--- config.mk ---
export PLATFORM = sky130hd
export DESIGN_NAME = imem_loader
export DESIGN_NICKNAME = d
export VERILOG_FILES = /design/src/rtl/imem_loader_pkg.sv /design/src/rtl/imem_loader_packer.sv /design/src/rtl/imem_loader.sv
export SDC_FILE = /design/constraint.sdc
export NUM_CORES = 1
export LEC_CHECK = 0
export CAP_MARGIN = 10
export CORE_MARGIN = 2
export CORE_UTILIZATION = 47
export CTS_CLUSTER_SIZE = 8
export DETAILED_ROUTE_END_ITERATION = 6
export PLACE_DENSITY = 0.71
export SYNTH_ARGS = -nofsm -noshare
export SYNTH_HDL_FRONTEND = slang
export SYNTH_SLANG_ARGS = --single-unit
--- constraint.sdc ---
create_clock -name clk -period 3 [get_ports clk]
set_input_delay 0.45 -clock clk [delete_from_list [all_inputs] [get_ports clk]]
set_output_delay 0.45 -clock clk [all_outputs]
set_load 0.03 [all_outputs]
--- src/rtl/imem_loader_pkg.sv ---
// Shared types and constants for the instruction-memory loader.
package imem_loader_pkg;

  // Frame start marker.
  localparam logic [7:0] SYNC_BYTE_DEF = 8'hA5;

  // Frame field widths: 16-bit word count, 32-bit instruction words.
  localparam int LEN_W  = 16;
  localparam int WORD_W = 32;

  // Loader frame-parsing states.
  typedef enum logic [2:0] {
    ST_IDLE,
    ST_LEN_HI,
    ST_LEN_LO,
    ST_DATA,
    ST_CSUM,
    ST_DONE,
    ST_ERR
  } state_t;

endpackage

--- src/rtl/imem_loader_packer.sv ---
// Packs a stream of bytes into big-endian 32-bit words. The word and its
// valid pulse are presented combinationally with the 4th byte so the parent
// can register them straight into the memory write port.
module imem_loader_packer
  import imem_loader_pkg::*;
(
  input  logic              clk,
  input  logic              srst,
  input  logic              clr,
  input  logic              byte_valid,
  input  logic [7:0]        byte_data,
  output logic              word_valid,
  output logic [WORD_W-1:0] word
);

  logic [1:0]  cnt_reg;
  // Only the first three bytes of a word need storing; the 4th is live.
  logic [23:0] shift_reg;

  assign word_valid = byte_valid && (cnt_reg == 2'd3);
  assign word       = {shift_reg, byte_data};

  // Byte counter and shift register; first byte ends up in word[31:24].
  always_ff @(posedge clk) begin
    if (srst || clr) begin
      cnt_reg   <= 2'd0;
      shift_reg <= 24'd0;
    end else if (byte_valid) begin
      cnt_reg   <= cnt_reg + 2'd1;
      shift_reg <= {shift_reg[15:0], byte_data};
    end
  end

endmodule

--- src/rtl/imem_loader.sv ---
// Runtime instruction-memory loader: parses a framed byte stream, writes the
// packed words to the instruction memory and holds the core in reset until a
// complete image with a matching XOR checksum has been received.
module imem_loader
  import imem_loader_pkg::*;
#(
  parameter int         IMEM_AW   = 10,
  parameter logic [7:0] SYNC_BYTE = SYNC_BYTE_DEF
) (
  input  logic               clk,
  input  logic               rst,
  input  logic [7:0]         rx_data,
  input  logic               rx_valid,
  output logic               rx_ready,
  output logic               im_we,
  output logic [IMEM_AW-1:0] im_addr,
  output logic [WORD_W-1:0]  im_wdata,
  output logic               cpu_rst,
  output logic               done,
  output logic               err
);

  localparam int unsigned MAX_WORDS = 32'd1 << IMEM_AW;

  state_t             state_reg, state_next;
  logic [7:0]         len_hi_reg;
  logic [LEN_W-1:0]   words_left_reg;
  logic [IMEM_AW-1:0] addr_reg;
  logic [7:0]         csum_reg;

  logic               xfer;
  logic               sync_start;
  logic [LEN_W-1:0]   len_n;
  logic               pack_valid;
  logic               word_valid;
  logic [WORD_W-1:0]  word;

  assign xfer       = rx_valid && rx_ready;
  assign len_n      = {len_hi_reg, rx_data};
  assign pack_valid = xfer && (state_reg == ST_DATA);

  // Status is a pure function of the registered state, so done and cpu_rst
  // flip on the same edge.
  assign done    = (state_reg == ST_DONE);
  assign err     = (state_reg == ST_ERR);
  assign cpu_rst = (state_reg != ST_DONE);

  imem_loader_packer u_packer (
    .clk        (clk),
    .srst       (rst),
    .clr        (sync_start),
    .byte_valid (pack_valid),
    .byte_data  (rx_data),
    .word_valid (word_valid),
    .word       (word)
  );

  // State register.
  always_ff @(posedge clk) begin
    if (rst) state_reg <= ST_IDLE;
    else     state_reg <= state_next;
  end

  // Next-state logic; a sync byte only starts a frame outside an active frame.
  always_comb begin
    state_next = state_reg;
    sync_start = 1'b0;
    case (state_reg)
      ST_IDLE, ST_DONE, ST_ERR: begin
        if (xfer && (rx_data == SYNC_BYTE)) begin
          sync_start = 1'b1;
          state_next = ST_LEN_HI;
        end
      end
      ST_LEN_HI: if (xfer) state_next = ST_LEN_LO;
      ST_LEN_LO: begin
        if (xfer) begin
          if ({16'd0, len_n} > MAX_WORDS) state_next = ST_ERR;
          else if (len_n == '0)           state_next = ST_CSUM;
          else                            state_next = ST_DATA;
        end
      end
      ST_DATA: if (word_valid && (words_left_reg == 16'd1)) state_next = ST_CSUM;
      ST_CSUM: begin
        if (xfer) state_next = (csum_reg == rx_data) ? ST_DONE : ST_ERR;
      end
      default: state_next = ST_IDLE;
    endcase
  end

  // Datapath: ready flag, length/address counters, checksum and write port.
  always_ff @(posedge clk) begin
    if (rst) begin
      rx_ready       <= 1'b0;
      im_we          <= 1'b0;
      im_addr        <= '0;
      im_wdata       <= '0;
      len_hi_reg     <= 8'd0;
      words_left_reg <= '0;
      addr_reg       <= '0;
      csum_reg       <= 8'd0;
    end else begin
      rx_ready <= 1'b1;
      im_we    <= word_valid;
      if (sync_start) begin
        addr_reg <= '0;
        im_addr  <= '0;
        csum_reg <= 8'd0;
      end
      if (xfer && (state_reg == ST_LEN_HI || state_reg == ST_LEN_LO ||
                   state_reg == ST_DATA)) begin
        csum_reg <= csum_reg ^ rx_data;
      end
      if (xfer && state_reg == ST_LEN_HI) len_hi_reg <= rx_data;
      if (xfer && state_reg == ST_LEN_LO) words_left_reg <= len_n;
      if (word_valid) begin
        im_addr        <= addr_reg;
        im_wdata       <= word;
        addr_reg       <= addr_reg + 1'b1;
        words_left_reg <= words_left_reg - 16'd1;
      end
    end
  end

endmodule

==> run_results.csv <==
group,metric,value,unit
outcome,run_status,"finished, final reports clean",
logic_synthesis,syn_area,0.00485,mm²
clock_network,cts_root_buffer,"clkbuf_8",
floorplanning,dieHeight,106,µm
logic_synthesis,synthXorXnorAreaFrac,1.81,%
power,power_density,590,mW/mm²
critical_path,critPathKind,"flop to output pin",
floorplanning,core-area,0.0102,mm²
critical_path,critical_path.max_stage_delay,0.66,ns
finish,multi_input_gate_area,0.00234,mm²
power,power_leakage,2.15,nW
hold_path,hold_path_depth,2,
placement,port_buf_inserts,57,
floorplanning,floorplan.die_area,0.0111,mm²
hold_path,holdCritPathClass,"input pin to flop",
placement,post-dp-hpwl,7630,µm
job,maximum_capacitance_violations,0,
drt,post_drt_wl_per_cell,14.5,µm
finish,number_of_fill_cells,909,
finish,num_antenna_cells,0,
logic_synthesis,synth_enable_flop_cells,0,
critical_path,worstSetupEndpointType,"output pin",
power,p_clk_share,55.6,%
global_routing,global_route_wire_length_before_repair,20000,µm
logic_synthesis,synth_mux_area_share,1.65,%
drt,vias,4479,
critical_path,cp.arrival,2.32,ns
clock_network,worst_setup_hold_path_clk_slew,0.06,ns
logic_synthesis,ys_ff_latch,115,
logic_synthesis,synth_ff_type,"dfxtp_1",
sta,max_clock_freq,361,MHz
logic_synthesis,ys_seq_area_share,47.5,%
drt,drc,0,
logic_synthesis,synth_nets,636,
clock_network,postCtsHoldBufs,0,
logic_synthesis,post_synth_main_area_contributors,"dfxtp_1 (48%), nand2_1 (12%), a21oi_1 (9.8%), nor2_1 (3.6%), clkbuf_1 (2.7%)",
logic_synthesis,synth_area_in_simple_gates,26.2,%
clock_network,clkLatencyLatePin,0.52,ns
sta,clock_skew,0.0138,ns
critical_path,critical_path.cell_chain,"nand2b_1, or2_2, inv_1, clkdlybuf4s50_1",
finish,finalNonFillerCells,821,
drt,avgViaCountPerCell,5.46,
finish,most_common_library_cell_in_the_layout_ignoring_fill_and_taps,"nand2_1",
logic_synthesis,postSynth.asyncResetShare,0,%
drt,drt-pass1-iter-count,4,
critical_path,worst-r2r-cell-count,6,
global_routing,first_global_vias,4271,
power,design_power_total,3.64,mW
finish,largest_register_ffs,32,
finish,layout.cell_area.non_filler,0.00617,mm²
placement,gp_routability_congestion,0.862,
power,power_frac_comb,2.4,%
finish,seq_area,0.00230,mm²
logic_synthesis,synth_cell_type_count,52,
logic_synthesis,synthesis.instances,621,
floorplanning,io-pin-count,58,
floorplanning,dieWidth,106,µm
clock_network,cts_setup_buffers,0,
global_routing,initial_antenna_violation_count,0,
global_routing,globalRoute.totalOverflow,0,
critical_path,maximum_fanout_count_along_the_critical_path,15,
clock_network,tritoncts,"built",
critical_path,timing.critical_path.slowest_stage_cell,"clkdlybuf4s50_1",
sta,tightestPinTransition,0.857,ns
logic_synthesis,syn_area_per_cell,7.80,µm²
global_routing,grt_max_degree,84,
floorplanning,initial_cell_density_of_the_core,47.6,%
logic_synthesis,synth-adder-area-share,1.03,%
power,max_ir_drop_vdd,0.265,mV
sta,layout_worst_path_cycle_share,92.4,%
finish,drive_gt1_share,9.49,%
sta,final_hold_violating_endpoints,0,
logic_synthesis,synth_top_family_by_area,"simple AND/OR/NAND/NOR gates",
sta,hold_slack,0.221,ns
power,netSwitchingPower,0.861,mW
logic_synthesis,post-synth-top-area-cell,"dfxtp_1",
floorplanning,num_rows,37,
finish,syn2layout_area_growth,27.4,%
drt,antenna_left,0,
clock_network,cts_made_buffers,17,
sta,timing_max_transition_violations_final,0,
drt,wirelength,11900,µm
power,power_frac_seq,42.0,%
power,internal-power,2.78,mW
placement,placed_cells,789,
global_routing,global_route_total_usage_across_every_layer,22.3,%
clock_network,numClockSinks,115,
clock_network,ctsResizeCount,0,
sta,setup_viol,0,
logic_synthesis,number_of_warning_messages_in_the_yosys_log,0,
clock_network,cts_max_path_buffers,2,
finish,layout_common_cells,"nand2_1 (151), dfxtp_1 (115), a21oi_1 (95)",
finish,final_nets,687,
logic_synthesis,synth.top_cell.area_share,47.5,%
sta,fin_tns_setup,0,ns
sta,rsz0062_at_grt,"false",
sta,finalCriticalPeriod,2.77,ns
critical_path,required,2.55,ns
drt,dr.first_iter.drc_count,255,
placement,placement.cell_area,0.00558,mm²
sta,maxSlewHeadroom,42.9,%
critical_path,worst_setup_path_start_kind,"flop",
logic_synthesis,synth_compound_gate_area_share,17.4,%
clock_network,cts.htree.levels,4,
power,sw_frac_of_total,23.7,%
-- layout make-up --
class | instances | area share, %
Clock buffer | 17 | 6.71
Inverter | 9 | 0.547
Timing Repair Buffer | 76 | 11.9
Tap cell | 136 | 2.76
Sequential cell | 115 | 37.3
Multi-Input combinational cell | 453 | 37.8
Clock inverter | 15 | 2.96
-- cell families after synthesis --
group                    Yosys count
AO/OA/AOI/OAI                    149
XOR/XNOR                          10
adder cells (fa/ha/maj)            4
buffers and inverters             53
flip-flops                       115
multiplexers                       8
AND/OR/NAND/NOR                  282
-- synth_stat cells, drive strengths merged, types with 4 or more instances --
| library cell | number |
|---|---|
| dfxtp | 115 |
| o311ai | 4 |
| xor2 | 7 |
| nor3 | 10 |
| nor2 | 47 |
| a31oi | 9 |
| or2 | 5 |
| and2 | 4 |
| nor4 | 4 |
| nand3b | 10 |
| ha | 4 |
| a21oi | 95 |
| o21ai | 22 |
| and3 | 5 |
| clkbuf | 36 |
| inv | 9 |
| nor2b | 5 |
| buf | 8 |
| nand2 | 152 |
| nand3 | 23 |
| mux2i | 8 |
| or4 | 6 |
-- metal layers --
| layer | vias to the layer above | track usage [%] | wire length, µm |
|---|---|---|---|
| met5 | - | 0 | 0 |
| met4 | 0 | 10.4 | 241 |
| met3 | 14 | 5.26 | 708 |
| met2 | 122 | 36.1 | 5710 |
| met1 | 2103 | 28.3 | 5270 |
| li1 | 2240 | - | - |
-- path summary, 6_finish.rpt --
kind                                         from      endpoint  slack [ns]
worst min-delay path                          rst      rx_ready        0.22
worst max-delay path                 state_reg[0]          done        0.23
worst max register to register  words_left_reg[8]  state_reg[0]        0.58
worst min register to register        im_wdata[0]   im_wdata[0]        0.45
-- critical path: cells and delay by family (launching register included) --
| kind | cells | cell delay [ns] |
|---|---|---|
| buf+inv | 2 | 0.72 |
| flops | 1 | 0.61 |
| simple gates | 2 | 0.49 |
-- power by group through the flow --
stage	clock [mW]	combinational, mW	sequential [mW]
2_1_floorplan	0	0.0430	1.56
3_3_place_gp	0	0.0840	1.56
3_5_place_dp	0	0.0844	1.56
4_1_cts	2.04	0.0851	1.53
5_1_grt	2.12	0.0910	1.53
6_report	2.02	0.0858	1.53
-- stage by stage --
| stage | worst slack (ns) | utilization [%] |
|---|---|---|
| 6_report | 0.228 | 60.6 |
| 5_1_grt | 0.116 | 60.6 |
| 4_1_cts | 0.221 | 60.6 |
| 3_5_place_dp | -0.152 | 54.7 |
| 3_3_place_gp | -0.128 | 54.7 |
| 2_1_floorplan | 0.266 | - |
Note: power is estimated with default switching activity, not from simulation.
